--- src/rtl/sys_feeder.sv ---
// -----------------------------------------------------------------------------
// sys_feeder
//
// Feeds a ROW x COL systolic array. A job begins with a one-cycle start that
// latches num_vec. The feeder then:
//   1. takes exactly ROW weight vectors. Each one is registered onto the north
//      edge with a one-cycle weight_en. The first vector accepted ends up in
//      the bottom row.
//   2. takes num_vec activation vectors. Each one is skewed onto the west edge,
//      with lane i delayed by i+1 cycles.
//   3. flushes for ROW cycles so the last vector leaves lane ROW-1, then
//      pulses done.
//
// Optional feature (macro SYS_FEEDER_STALL_CNT_EN):
//   adds stall_cnt, a saturating 32-bit count of STREAM cycles with no
//   activation offered.
//
// Parameters
//   IN_DATA_WIDTH  width of one weight/activation element
//   ROW            array rows = activation lanes
//   COL            array columns = weight lanes
//   NV_W           width of num_vec
//
// Ports
//   clk, rst                 rising-edge clock, synchronous active-high reset
//   start, num_vec           job request and vector count
//   busy, done               job in progress / one-cycle completion pulse
//   w_valid/w_ready/w_data   weight vector stream in
//   a_valid/a_ready/a_data   activation vector stream in
//   stall_cnt                (SYS_FEEDER_STALL_CNT_EN only) stall cycle count
//   weight_en, in_north      weight shift enable and data, array north edge
//   in_west, west_valid      skewed activations and lane valids, west edge
// -----------------------------------------------------------------------------
module sys_feeder #(
    parameter int IN_DATA_WIDTH = 8,
    parameter int ROW           = 8,
    parameter int COL           = 8,
    parameter int NV_W          = 16
) (
    input  logic                         clk,
    input  logic                         rst,
    input  logic                         start,
    input  logic [NV_W-1:0]              num_vec,
    output logic                         busy,
    output logic                         done,
    input  logic                         w_valid,
    output logic                         w_ready,
    input  logic [IN_DATA_WIDTH*COL-1:0] w_data,
    input  logic                         a_valid,
    output logic                         a_ready,
    input  logic [IN_DATA_WIDTH*ROW-1:0] a_data,
`ifdef SYS_FEEDER_STALL_CNT_EN
    output logic [31:0]                  stall_cnt,
`endif
    output logic                         weight_en,
    output logic [IN_DATA_WIDTH*COL-1:0] in_north,
    output logic [IN_DATA_WIDTH*ROW-1:0] in_west,
    output logic [ROW-1:0]               west_valid
);

    localparam int CNT_W = (ROW > 1) ? $clog2(ROW) : 1;

    typedef enum logic [1:0] {
        IDLE   = 2'd0,
        LOAD_W = 2'd1,
        STREAM = 2'd2,
        FLUSH  = 2'd3
    } state_t;

    state_t                         r_state;
    state_t                         w_next;
    logic [NV_W-1:0]                r_num_vec;
    logic [NV_W-1:0]                r_acnt;
    logic [CNT_W-1:0]               r_wcnt;
    logic [CNT_W-1:0]               r_fcnt;
    logic                           r_done;
    logic                           r_weight_en;
    logic [IN_DATA_WIDTH*COL-1:0]   r_in_north;

    logic                           w_busy;
    logic                           w_w_ready;
    logic                           w_a_ready;
    logic                           w_shift;
    logic                           w_done_set;
    logic                           w_w_hs;
    logic                           w_a_hs;
    logic                           w_start_acc;

    assign w_w_hs      = w_valid & w_w_ready;
    assign w_a_hs      = a_valid & w_a_ready;
    assign w_start_acc = start & (r_state == IDLE);

    // ---------------------------------------------------------------------
    // FSM: state register
    // ---------------------------------------------------------------------
    always_ff @(posedge clk) begin
        if (rst) begin
            r_state <= IDLE;
        end else begin
            r_state <= w_next;
        end
    end

    // ---------------------------------------------------------------------
    // FSM: next state and state-decoded outputs
    // ---------------------------------------------------------------------
    always_comb begin
        w_next     = r_state;
        w_busy     = 1'b1;
        w_w_ready  = 1'b0;
        w_a_ready  = 1'b0;
        w_shift    = 1'b0;
        w_done_set = 1'b0;
        case (r_state)
            IDLE: begin
                w_busy = 1'b0;
                if (start) begin
                    w_next = LOAD_W;
                end
            end
            LOAD_W: begin
                w_w_ready = 1'b1;
                if (w_valid && (r_wcnt == CNT_W'(ROW - 1))) begin
                    if (r_num_vec != '0) begin
                        w_next = STREAM;
                    end else begin
                        w_next     = IDLE;
                        w_done_set = 1'b1;
                    end
                end
            end
            STREAM: begin
                w_a_ready = 1'b1;
                w_shift   = 1'b1;
                if (a_valid && (r_acnt == (r_num_vec - NV_W'(1)))) begin
                    w_next = FLUSH;
                end
            end
            FLUSH: begin
                w_shift = 1'b1;
                // Last vector is on lane ROW-1 during the final FLUSH cycle.
                if (r_fcnt == CNT_W'(ROW - 1)) begin
                    w_next     = IDLE;
                    w_done_set = 1'b1;
                end
            end
            default: begin
                w_next = IDLE;
            end
        endcase
    end

    // ---------------------------------------------------------------------
    // Job counters, done pulse, north-edge weight register
    // ---------------------------------------------------------------------
    always_ff @(posedge clk) begin
        if (rst) begin
            r_num_vec   <= '0;
            r_acnt      <= '0;
            r_wcnt      <= '0;
            r_fcnt      <= '0;
            r_done      <= 1'b0;
            r_weight_en <= 1'b0;
            r_in_north  <= '0;
        end else begin
            r_done      <= w_done_set;
            r_weight_en <= w_w_hs;
            if (w_w_hs) begin
                r_in_north <= w_data;
                r_wcnt     <= r_wcnt + CNT_W'(1);
            end
            if (w_a_hs) begin
                r_acnt <= r_acnt + NV_W'(1);
            end
            if (r_state == FLUSH) begin
                r_fcnt <= r_fcnt + CNT_W'(1);
            end
            // start is only accepted in IDLE, so this never collides with
            // the handshake or flush updates above.
            if (w_start_acc) begin
                r_num_vec <= num_vec;
                r_acnt    <= '0;
                r_wcnt    <= '0;
                r_fcnt    <= '0;
            end
        end
    end

    // ---------------------------------------------------------------------
    // West-edge skew lines: lane i is a shift register of depth i+1.
    // A cycle without an activation handshake enters as a zero bubble.
    // Outside STREAM/FLUSH the lines are held at zero.
    // ---------------------------------------------------------------------
    for (genvar gi = 0; gi < ROW; gi++) begin : g_lane
        logic [IN_DATA_WIDTH-1:0] r_dat [0:gi];
        logic [gi:0]              r_vld;

        always_ff @(posedge clk) begin
            if (rst || !w_shift) begin
                for (int d = 0; d <= gi; d++) begin
                    r_dat[d] <= '0;
                end
                r_vld <= '0;
            end else begin
                r_dat[0] <= w_a_hs ? a_data[gi*IN_DATA_WIDTH +: IN_DATA_WIDTH] : '0;
                r_vld[0] <= w_a_hs;
                for (int d = 1; d <= gi; d++) begin
                    r_dat[d] <= r_dat[d-1];
                    r_vld[d] <= r_vld[d-1];
                end
            end
        end

        assign in_west[gi*IN_DATA_WIDTH +: IN_DATA_WIDTH] = r_dat[gi];
        assign west_valid[gi]                             = r_vld[gi];
    end

`ifdef SYS_FEEDER_STALL_CNT_EN
    // ---------------------------------------------------------------------
    // Stall counter: counts STREAM cycles with nothing offered, saturating
    // ---------------------------------------------------------------------
    logic [31:0] r_stall_cnt;

    always_ff @(posedge clk) begin
        if (rst || w_start_acc) begin
            r_stall_cnt <= '0;
        end else if ((r_state == STREAM) && !a_valid && (r_stall_cnt != '1)) begin
            r_stall_cnt <= r_stall_cnt + 32'd1;
        end
    end

    assign stall_cnt = r_stall_cnt;
`endif

    assign busy      = w_busy;
    assign done      = r_done;
    assign w_ready   = w_w_ready;
    assign a_ready   = w_a_ready;
    assign weight_en = r_weight_en;
    assign in_north  = r_in_north;

endmodule

--- config.mk ---
export PLATFORM = sky130hd
export DESIGN_NAME = sys_feeder
export DESIGN_NICKNAME = d
export VERILOG_FILES = /design/src/rtl/sys_feeder.sv
export SDC_FILE = /design/constraint.sdc
export NUM_CORES = 1
export LEC_CHECK = 0
export CAP_MARGIN = 20
export CORE_MARGIN = 2
export CORE_UTILIZATION = 45
export DETAILED_ROUTE_END_ITERATION = 6
export PLACE_DENSITY = 0.86
export SLEW_MARGIN = 20
export SYNTH_ARGS = -nofsm -noshare
export SYNTH_HDL_FRONTEND = slang
export SYNTH_SLANG_ARGS = --single-unit
--- constraint.sdc ---
create_clock -name clk -period 2.4 [get_ports clk]
set_input_delay 0.24 -clock clk [delete_from_list [all_inputs] [get_ports clk]]
set_output_delay 0.24 -clock clk [all_outputs]
set_load 0.02 [all_outputs]
# Word-level counts from Yosys, hierarchy flattened
# Memories as Yosys holds them, arrays and structs flattened.
# Cells that the tools add are included.
# totals
output_inout_bits	141
register_bits	142
memories	8
ramBits	288
input_bits	149
# memory_table
name	depth	word_bits	rd	rd_clocked_by_memory_dff	wr	line	text
g_lane[7].r_dat	8	8	8	0	8	195	logic [IN_DATA_WIDTH-1:0] r_dat [0:gi];
g_lane[6].r_dat	7	8	7	0	7	195	
g_lane[5].r_dat	6	8	6	0	6	195	
g_lane[4].r_dat	5	8	5	0	5	195	
g_lane[3].r_dat	4	8	4	0	4	195	
g_lane[2].r_dat	3	8	3	0	3	195	
2 more memories	--	--	--	--	--	--	
# op_classes
bitwise_logic	38
n_eq_ne	10
n_mux	62
n_reduce_logical	10
addsub	4
# ops
op	n
8-bit 2-to-1 mux	44
1-bit OR	35
16-bit by 1-bit adder with 16-bit output, second input constant	1
16-bit equality test	1
16-bit nonzero test	1
16-bit by 1-bit subtractor with 16-bit output, second input constant	1
1-bit 2-to-1 mux	11
2-bit 2-to-1 mux	5
2-bit inequality test, second input constant	4
2-bit case mux with 4 select lines	1
8-bit OR reduction	1
3-bit by 1-bit adder with 3-bit output, second input constant	2
3-bit equality test, second input constant	2
2-bit equality test, second input constant	2
4-bit AND reduction	1
2-bit OR reduction	2
1-bit bitwise AND	3
2-bit by 1-bit equality test with 1-bit output, second input constant	1
1-bit logical AND	2
2-bit zero test	1
1-bit case mux with 2 select lines	1
1-bit zero test	1
1-bit logical OR	1

# Depth between registers and ports, before layout
# Gate-level depths: netlist (run 1).
# depth
word_depth	8
depth_mapped	10
depth_no_buf	8

# Least setup slack after synthesis (run 1)
# Ideal clock, no wire load.
# synth_timing
path_type	register to register
startpoint	register r_num_vec[0]
endpoint	register r_state[0]
path_slack_ps	20
arrival_time_ps	2320
t_required_ps	2341
synth_period_minus_slack_ps	2380
path_stages_with_launch	11
setup_time_ps	59
path_cell_list	dfxtp_1 -> inv_1 -> ha_1 -> buf_4 -> or3b_1 -> clkbuf_1 -> or4_1 -> o211ai_1 -> o2111ai_1 -> nor4_1 -> a41o_1
# synth_between
elab_chain_cells	5
# synth_rtl
item	line	text
start: declaration	72	logic [NV_W-1:0] r_num_vec;
start signal: assignment	181	r_num_vec <= num_vec;
16-bit by 1-bit subtractor with 16-bit output	135	if (a_valid && (r_acnt == (r_num_vec - NV_W'(1)))) begin
16-bit equality test	135	
1-bit logical AND	135	
2-bit inequality test (no line)	--	
4-bit AND reduction (no line)	--	
end signal: assignment	100	r_state <= w_next;
end: declaration	70	state_t r_state;
# Every way passes these cells.
# A chain may end at the register's enable or synchronous reset.

# Final worst setup path (run 1)
# layout_timing
startpoint	register r_state[0]
endpoint	output port busy
# layout_between
elab_chain_cells	2
# layout_rtl
item	line	text
2-bit zero test	114	case (r_state)
1-bit 2-to-1 mux	114	
end: declaration	44	output logic busy,
# Every way passes these cells.

==> out/summary.txt, run 1 <==
H-tree depth = 2
XOR/XNOR share of the synthesized area = 2.49%
most area-consuming cells after synthesis = dfxtp_1, and2_1, nand2_1
Critical Path End Type = primary output
GR peak layer = met2
Clock Sinks = 402
syn nets = 1,391
CTS Root Cell = clkbuf_16
Required @ worst endpoint = 2.16 ns
die area = 29,500 sq um
number of synthesis warnings = 0
initial antenna violation count = 1
RSZ-0062 raised after global routing = no
Routed WL per cell = 14.0 um
count of different cell masters after synthesis = 42
Die Wd = 172 um
met2 usage = 31.6%
First-pass DRT Iterations = 4
slew of the pin with the lowest slew margin = 0.877 ns
Die H = 172 um
fmax = 433 MHz
pwr/cell area = 812 nW/um^2
register area share after synthesis = 63.6%
vias in the first global route = 8,528
Mapped Area = 12,700 sq um
Slew headroom = 41.5%
Crit path arrival time = 2.07 ns
I/O Pins = 290
leading area contributor after synthesis = dfxtp_1
TritonCTS clock tree = done
RR Startpoint = r_num_vec[4]
top cells by count, synth = dfxtp_1, and2_1, nand2_1
Layout area overhead = 34.0%
Skew-Pair Late Insertion Delay = 0.53 ns
final non-filler cell total = 1,875
Initial Utilization = 45.7%
Tmin final = 2.31 ns
fin. max-slew vios = 0
Worst Reg-to-Reg Cells = 6
LEAKAGE = 6.53 nW
final WL = 26,300 um
critical path startpoint category = flip-flop
mux contribution to synthesized area = 0.0791%
grt ovf = 0
largest family of logic cells by synthesized area = simple AND/OR/NAND/NOR gates
Compound-Gate Fraction of Synth Area = 4.69%
GRT Resource Usage Total = 17.5%
worst clock skew = 0.0160 ns
GRT met3 Usage = 6.42%
Worst R2R Setup Slack = 0.17 ns
Syn Area/Cell = 10.2 sq um
CTS Buf Count = 40
Hold Path Depth = 2
CTS clock-pin slew for the worst setup and hold paths = 0.06 ns
status = finished, final reports clean
Most used DFF post-synth = dfxtp_1
GR Util met1 = 18.8%
Synth top area share = 63.6%
MaxCap Viol Count = 0
largest net degree at the start of global routing = 120
Starting DRT DRC Count = 347
Post-Syn Instances = 1,235
Final ANT Viol Nets = 0
Reg-to-Reg End = r_state[0]
row count = 61
DRC violation count after routing = 0
Hold Crit Class = input port to flip-flop
Post-Synth Adder-Cell Area = 0.692%
Tot Pwr = 13.8 mW
HP Start = rst
endpoints failing setup = 0
final weighted congestion in routability-driven placement = 0.822
vias = 8,481
most frequent cell after synthesis = dfxtp_1
setup bufs post-CTS = 0
Tcrit/Tclk final = 96.3%
simple logic cell fraction of the synthesized area = 23.6%
setup TNS = 0 ns
core area = 27,700 sq um
critical path type = flip-flop to primary output
Async S/R FF share, synth = 0%
first-pass GRT wire length = 41,200 um
# placed instances = 1,801
Layout Nets = 1,621
ratio of cells with drive above 1 in the final layout = 6.02%
average vias per placed instance = 4.52
worst IR drop on VDD = 0.000538 V
HPWL after DPL = 17,500 um
number of synthesized register bits = 402
EDFF count, synth = 0
final hold violation count = 0
PortBufs = 289
maximum fanout along the worst path = 14
Max Buffers Root-to-Sink = 3
-- logic make-up (layout without fill, tap and decap cells) --
| group | Yosys count | in the layout |
|---|---|---|
| and+or+nand+nor | 559 | 559 |
| DFF | 402 | 402 |
| buffers and inverters | 119 | 379 |
| AOI/OAI and AO/OA | 111 | 111 |
| xor gates and xnor gates | 36 | 36 |
| adders and majority gates | 7 | 7 |
| muxes | 1 | 1 |
| other | 0 | 2 |
-- per-stage QoR --
stage | hold slack, ns | worst slack [ns] | instance area, sq um | util (%)
finish | 0.0620 | 0.0883 | 17000 | 61.2
global route | 0.0628 | 0.00494 | 17000 | 61.2
CTS | 0.0355 | 0.0346 | 16900 | 61.2
detailed placement | 0.410 | 0.116 | 15600 | 56.2
global placement | 0.408 | 0.187 | 15600 | 56.2
floorplan | 0.362 | 0.0204 | 12700 | -
-- final cells by class --
cell class | instances | area (sq um)
Timing Repair Buffer | 302 | 3040
Fill cell | 2170 | 10700
Tap cell | 378 | 473
Clock buffer | 58 | 1170
Antenna cell | 2 | 5.00
Inverter | 5 | 18.8
Multi-Input combinational cell | 714 | 4020
Clock inverter | 14 | 190
Sequential cell | 402 | 8050
-- worst max-delay path by stage --
stage | from | endpoint | slack (ns)
after global placement | r_num_vec[1] | r_state[0] | 0.19
after detailed placement | r_num_vec[1] | r_state[0] | 0.12
after floorplan | r_num_vec[0] | r_state[0] | 0.02
final | r_state[0] | busy | 0.09
after CTS | flip-flop | a_ready | 0.03
after global routing | r_state[0] | busy | 0.005
-- state kept, by name (all words and copies together), names as in the netlist, named ones only --
register / cells
in_north: 64
r_fcnt: 3
g_lane.r_dat: 288
r_acnt: 16
done: 1
r_num_vec: 16
g_lane.r_vld: 8
weight_en: 1
r_state: 1
r_wcnt: 3
-- placed cells by master (no fill, tap or decap), types with 3 or more instances in the layout --
cell type / Yosys / final
nand4_1: 8 / 8
ha_1: 7 / 7
clkdlybuf4s50_1: 0 / 288
or3_1: 3 / 3
a21oi_1: 92 / 92
xor2_1: 20 / 20
o21ai_0: 8 / 8
clkbuf_1: 66 / 8
nand2_1: 182 / 181
nor2_1: 29 / 27
and2_1: 296 / 295
or2_2: 3 / 3
nor3_1: 6 / 6
clkbuf_16: 0 / 40
xnor2_1: 16 / 16
dfxtp_1: 402 / 401
nand3_1: 10 / 10
clkbuf_8: 0 / 10
nor2b_1: 5 / 4
or4_1: 3 / 3
buf_4: 42 / 9
inv_1: 5 / 5
buf_12: 0 / 4
nor4_1: 3 / 3
clkinv_2: 0 / 6
-- where the power goes --
group          internal (mW)  total [mW]  switching (mW)  leakage (nW)
Sequential              6.74        6.79          0.0531          3.24
Combinational          0.431       0.792           0.360          2.62
Clock                   3.65        6.20            2.55         0.661
-- layer usage --
layer  vias up  routed length [um]
met3        42                2140
li1       4292                   -
met5         -                   0
met1      3887               10200
met2       260               13300
met4         0                 658
-- worst max-delay path, stage by stage, from the launching register on --
cell and delay [ns]:
dfxtp_1 0.58, or2_2 0.24, clkdlybuf4s50_1 0.72
-- what timing repair did --
action	4_1_cts	5_1_grt
gates resized for setup	0	3
setup endpoints to repair	0	6
hold buffers	0	0
Note: power is estimated with default switching activity, not from simulation.
==> run 2: changes to the inputs <==
--- a/config.mk
+++ b/config.mk
@@ -5,11 +5,12 @@
 export SDC_FILE = /design/constraint.sdc
 export NUM_CORES = 1
 export LEC_CHECK = 0
-export CAP_MARGIN = 20
 export CORE_MARGIN = 2
 export CORE_UTILIZATION = 45
+export CTS_CLUSTER_DIAMETER = 150
 export DETAILED_ROUTE_END_ITERATION = 6
 export PLACE_DENSITY = 0.86
+export SKIP_LAST_GASP = 1
 export SLEW_MARGIN = 20
 export SYNTH_ARGS = -nofsm -noshare
 export SYNTH_HDL_FRONTEND = slang
==> results of run 2 <==
The final DEF is identical to that of run 1; final timing and power are the same.
==> run 3: changes to the inputs <==
--- a/config.mk
+++ b/config.mk
@@ -11,7 +11,6 @@
 export DETAILED_ROUTE_END_ITERATION = 6
 export PLACE_DENSITY = 0.86
 export SKIP_LAST_GASP = 1
-export SLEW_MARGIN = 20
 export SYNTH_ARGS = -nofsm -noshare
 export SYNTH_HDL_FRONTEND = slang
 export SYNTH_SLANG_ARGS = --single-unit
==> results of run 3 <==
The final DEF is identical to that of run 1; final timing and power are the same.
==> edit 1 (settings of run 1) <==
Build with the macro `SYS_FEEDER_STALL_CNT_EN` defined.
--- a/src/rtl/sys_feeder.sv
+++ b/src/rtl/sys_feeder.sv
@@ -32,4 +32,6 @@
 //   in_west, west_valid      skewed activations and lane valids, west edge
 // -----------------------------------------------------------------------------
+`define SYS_FEEDER_STALL_CNT_EN
+
 module sys_feeder #(
     parameter int IN_DATA_WIDTH = 8,
Function (old outputs only; new: stall_cnt): no difference found for any inputs over 4 cycles, from zero or initial values and one cycle with rst high; that may be too few to reach the edited logic, so the function may still have changed.
==> edit 1 against run 1 <==
Synthesized area rose by 12%. Sequential cell count is 32 higher. Power up 2.1%. Design area grew 11%. Worst setup slack lost 0.016 ns. Wire length rose by 11%. Clock skew is 0.0023 ns lower. Fmax fell by 0.68%. Critical endpoint is now a_ready. Largest cell class unchanged. Highest routed layer unchanged.
==> edit 1: results (changes against run 1) <==
* Status: complete, no violations
* Drt initial violations at 480 (+38%)
* Clock skew at 0.0137 ns (-0.00234 ns)
* Synth Net Count at 1566 (+13%)
* Synthesized instance count at 1410 (+14%)
* Worst Path Max Fanout at 13 (-1)
* Number of buffers added on ports at 321 (+11%)
* Synth top area cells: dfxtp_1, and2_1, nand2_1, a21oi_1, xor2_1
* Met1 WL at 11900 um (+16%)
* Via count at 9844 (+16%)
* Seq/Total Area, Yosys at 0.613 (-0.0223)
* Max IR drop VDD at 0.000552 V (+2.6%)
* Pre-CTS WS at -0.00443 ns (-0.120 ns)
* Largest register FFs at 288 (unchanged)
* Post-synthesis async set-or-reset flop share at 0 (unchanged)
* Placed cell areas at 0.0175 sq mm (+12%)
* Clk slew on worst S/H paths at 0.06 ns (about the same)
* Initial antenna violation count at 2 (+1)
* Number of global-route vias before repair at 9674 (+13%)
* Worst Max-Slew Pin Slew at 0.712 ns (-0.166 ns)
* Met3 usage at 0.0433 (-0.0209)
* PostCTS Resize Cnt at 0 (unchanged)
* Static Leakage at 7.14 nW (+9.5%)
* Inst Count DP at 2029 (+13%)
* First-pass GRT wire length at 47300 um (+15%)
* Number of synthesized flops with an enable pin at 0 (unchanged)
* Proportion of synthesized area in mux cells at 0.00141 (+0.000623)
* TritonCTS buffer count at 42 (+5.0%)
* Complex-gate fraction of the synthesized area at 0.0416 (-0.00524)
* Top sig layer: met4
* Share of layout cells above drive strength 1 at 0.0575 (-0.00269)
* WL met3 at 2060 um (-3.7%)
* Met2 GRT Util at 0.317 (+0.000756)
* Slowest CP cell: clkdlybuf4s50_1
* # Post-CTS Setup Buffers at 0 (unchanged)
* Largest net degree at the start of global routing at 66 (-45%)
* Max stage delay on crit path at 0.68 ns (-0.04 ns)
* Max Root-Sink Buffers at 3 (unchanged)
* Drt via density at 4.68 (+3.5%)
* Met2 WL at 14500 um (+8.9%)
* CP Data Arrival Time at 2.09 ns (+0.02 ns)
* DRT Pass-1 Iters at 5 (+1)
* Sum Neg Setup Slack at 0 ns (unchanged)
* GR Util met1 at 0.196 (+0.00889)
* Most frequent cells after synthesis: dfxtp_1, and2_1, nand2_1, a21oi_1, clkbuf_1
* Most used DFF post-synth: dfxtp_1
* Synth Area in XOR/XNOR at 0.0402 (+0.0153)
* Dpl hpwl at 20000 um (+14%)
* WL final at 29200 um (+11%)
* Gr usage total at 0.174 (-0.000999)
* Synth Area in Adders at 0.00618 (-0.000735)
* Fillers at 2366 (+9.0%)
* Synth unique cells at 47 (+12%)
* Later-pin clock latency in the skew report at 0.53 ns (about the same)
* Placer Congestion at 0.818 (-0.45%)
* Nets at 1833 (+13%)
* H-Tree Depth at 2 (unchanged)
[edit 1: final cells by class]
| cell class | instances | area, sq um | area share |
|---|---|---|---|
| inverter | 8 | 30.0 | 0.00160 |
| multi-input combinational | 847 | 4840 | 0.258 |
| sequential | 434 | 8690 | 0.463 |
| timing repair buffer | 344 | 3440 | 0.183 |
| clock buffer | 63 | 1200 | 0.0639 |
| clock inverter | 8 | 66.3 | 0.00353 |
| tap | 396 | 495 | 0.0264 |
| antenna | 2 | 5.00 | 0.000267 |
[edit 1: final timing paths]
check / from / to / slack [ns] / depth (start not counted)
setup / recovery: flip-flop / a_ready / 0.07 / 3
setup reg to reg: r_num_vec[0] / r_state[0] / 0.13 / 8
hold / removal: rst / g_lane[7].r_dat[0][10] / 0.20 / 3
hold reg to reg: g_lane[2].r_dat[0][4] / g_lane[2].r_dat[0][12] / 0.41 / 1
[edit 1: report_power, final]
part | switching, mW | internal, mW
sequential | 0.0501 | 7.26
combinational | 0.318 | 0.400
clock | 2.58 | 3.46
total | 2.95 | 11.1
==> edit 2 (settings of run 1) <==
Without the edit above. Encoding of `state_t`: now one-hot (4 bits for 4 states).
--- a/src/rtl/sys_feeder.sv
+++ b/src/rtl/sys_feeder.sv
@@ -61,9 +61,9 @@
     localparam int CNT_W = (ROW > 1) ? $clog2(ROW) : 1;
 
-    typedef enum logic [1:0] {
-        IDLE   = 2'd0,
-        LOAD_W = 2'd1,
-        STREAM = 2'd2,
-        FLUSH  = 2'd3
+    typedef enum logic [3:0] {
+        IDLE   = 4'b0001,
+        LOAD_W = 4'b0010,
+        STREAM = 4'b0100,
+        FLUSH  = 4'b1000
     } state_t;
 
Behaviour: no difference found for any inputs over 4 cycles, from zero or initial values and one cycle with rst high; so few cycles prove little.
==> edit 2 against run 1 <==
The flow now finishes with violations (negative setup slack). Cell count up 2.5%. Combinational power increased by 8.0%. Design area increased by 3.3%. Clock skew grew 0.0024 ns. Wire length is 0.75% higher. Register-to-register slack worse by 0.17 ns. Sequential cell count is 2 higher. Critical path depth up 5. Worst setup slack lost 0.091 ns. Power increased by 2.8%. Clock power rose by 5.0%. Synthesized area increased by 0.81%. Die area rose by 0.79%. Critical path type is now flip-flop to flip-flop. Largest power group unchanged.
==> edit 2: results (changes against run 1) <==
* Nets at 1669 (+3.0%)
* Pint at 11.2 mW (+3.7%)
* Post-route worst setup slack at -0.00270 ns (-0.0910 ns)
* Later-pin clock latency in the skew report at 0.54 ns
* DRT Pass-1 Iters at 5 (+1)
* H-Tree Depth at 2 (unchanged)
* Max Root-Sink Buffers at 3 (unchanged)
* Ys Warns at 0 (unchanged)
* Placed cell areas at 0.0160 sq mm (+2.5%)
* Synth top area cells: dfxtp_1, and2_1, nand2_1, a21oi_1, buf_4
* Syn Area/Cell at 10.2 sq um (-0.40%)
* Most frequent cells after synthesis: dfxtp_1, and2_1, nand2_1, a21oi_1, clkbuf_1
* Max IR drop VDD at 0.000509 V (-5.4%)
* Max stage delay on crit path at 0.57 ns (-0.15 ns)
* Sum Neg Setup Slack at -0.00270 ns (-0.00270 ns)
* Share of layout cells above drive strength 1 at 0.0915 (+0.0313)
* Drt initial violations at 321 (-7.5%)
* TritonCTS buffer count at 40 (unchanged)
* WL per Instance at 13.8 um (-1.7%)
* Number of buffers added on ports at 289 (unchanged)
* Number of global-route vias before repair at 8625 (+1.1%)
* Slowest CP cell: or4_4
* Post-synthesis async set-or-reset flop share at 0 (unchanged)
* Synth unique cells at 42 (unchanged)
* Dpl hpwl at 18000 um (+2.7%)
* Status: complete, but fails checks
* Initial antenna violation count at 1 (unchanged)
* Largest register by flop count: g_lane.r_dat
* Top delay family on crit path: simple AND/OR/NAND/NOR gates
* Post-Layout Cell Count at 1921 (+2.5%)
* Pre-CTS WS at -0.161 ns (-0.276 ns)
* Largest register FFs at 288 (unchanged)
* Final setup vio count at 1 (+1)
* Inst Count DP at 1846 (+2.5%)
* Worst Path Max Fanout at 5 (-9)
* Seq/Total Area, Yosys at 0.634 (-0.00197)
* Worst min path class: input pin to flip-flop
* Max-slew headroom at 0.521 (+0.105)
* Fillers at 2124 (-2.1%)
* Clk slew on worst S/H paths at 0.06 ns (about the same)
* Complex-gate fraction of the synthesized area at 0.0460 (-0.000867)
* Gr usage total at 0.175 (about the same)
* Synth Net Count at 1406 (+1.1%)
* First-pass GRT wire length at 41600 um (+1.0%)
* Synth Area in Adders at 0.00686 (-0.0000556)
* Synth Area in XOR/XNOR at 0.0226 (-0.00226)
* Cell taking the most area after synthesis: dfxtp_1
* CP Data Arrival Time at 2.86 ns (+0.79 ns)
* Root buffer cell: clkbuf_16
* Drt via density at 4.55 (+0.59%)
* Clock skew at 0.0185 ns (+0.00242 ns)
* Placer Congestion at 0.899 (+9.5%)
* Proportion of synthesized area in mux cells at 0.00157 (+0.000778)
* Largest net degree at the start of global routing at 82 (-32%)
* Static Leakage at 6.68 nW (+2.4%)
* Failing checks: negative setup slack
[edit 2: layout make-up]
type | count | area [sq um] | share of cell area
Antenna cell | 2 | 5.00 | 0.000286
Clock buffer | 57 | 1170 | 0.0670
Clock inverter | 13 | 254 | 0.0145
Inverter | 8 | 30.0 | 0.00171
Multi-Input combinational cell | 726 | 4180 | 0.238
Sequential cell | 404 | 8090 | 0.462
Tap cell | 378 | 473 | 0.0270
Timing Repair Buffer | 333 | 3320 | 0.189
[edit 2: repair_timing]
item                                    CTS  global route
pin swaps                                11             1
gates resized for setup                  22             9
endpoints found under the setup margin    3             6
buffers inserted                          3             0
[edit 2: power by group through the flow]
stage | logic [mW] | clock network (mW) | registers (mW)
2_1_floorplan | 0.322 | 0 | 6.95
3_3_place_gp | 0.773 | 0 | 6.93
3_5_place_dp | 0.787 | 0 | 6.94
4_1_cts | 0.839 | 6.67 | 6.79
5_1_grt | 0.923 | 6.94 | 6.79
6_report | 0.855 | 6.51 | 6.79
[edit 2: final timing paths]
check | start | to | slack, ns | depth (start not counted)
max | r_num_vec[7] | r_state[3] | -0.003 | 7
max reg2reg | r_num_vec[7] | r_state[3] | -0.003 | 7
min reg2reg | g_lane[7].r_dat[1][5] | g_lane[7].r_dat[1][13] | 0.41 | 1
min | rst | r_state[1] | 0.11 | 2
[edit 2: routing by layer]
layer	up-vias	global-route usage	wire length [um]
li1	4417	-	-
met1	3962	0.189	10100
met4	0	0.0888	1240
met3	85	0.0593	2010
met5	-	0	0
met2	276	0.305	13100
[edit 2: logic make-up after synthesis]
logic type | count (synthesis)
muxes | 2
and+or+nand+nor | 576
buffers and inverters | 120
adders and majority gates | 7
xor gates and xnor gates | 33
DFF | 404
AOI/OAI and AO/OA | 108
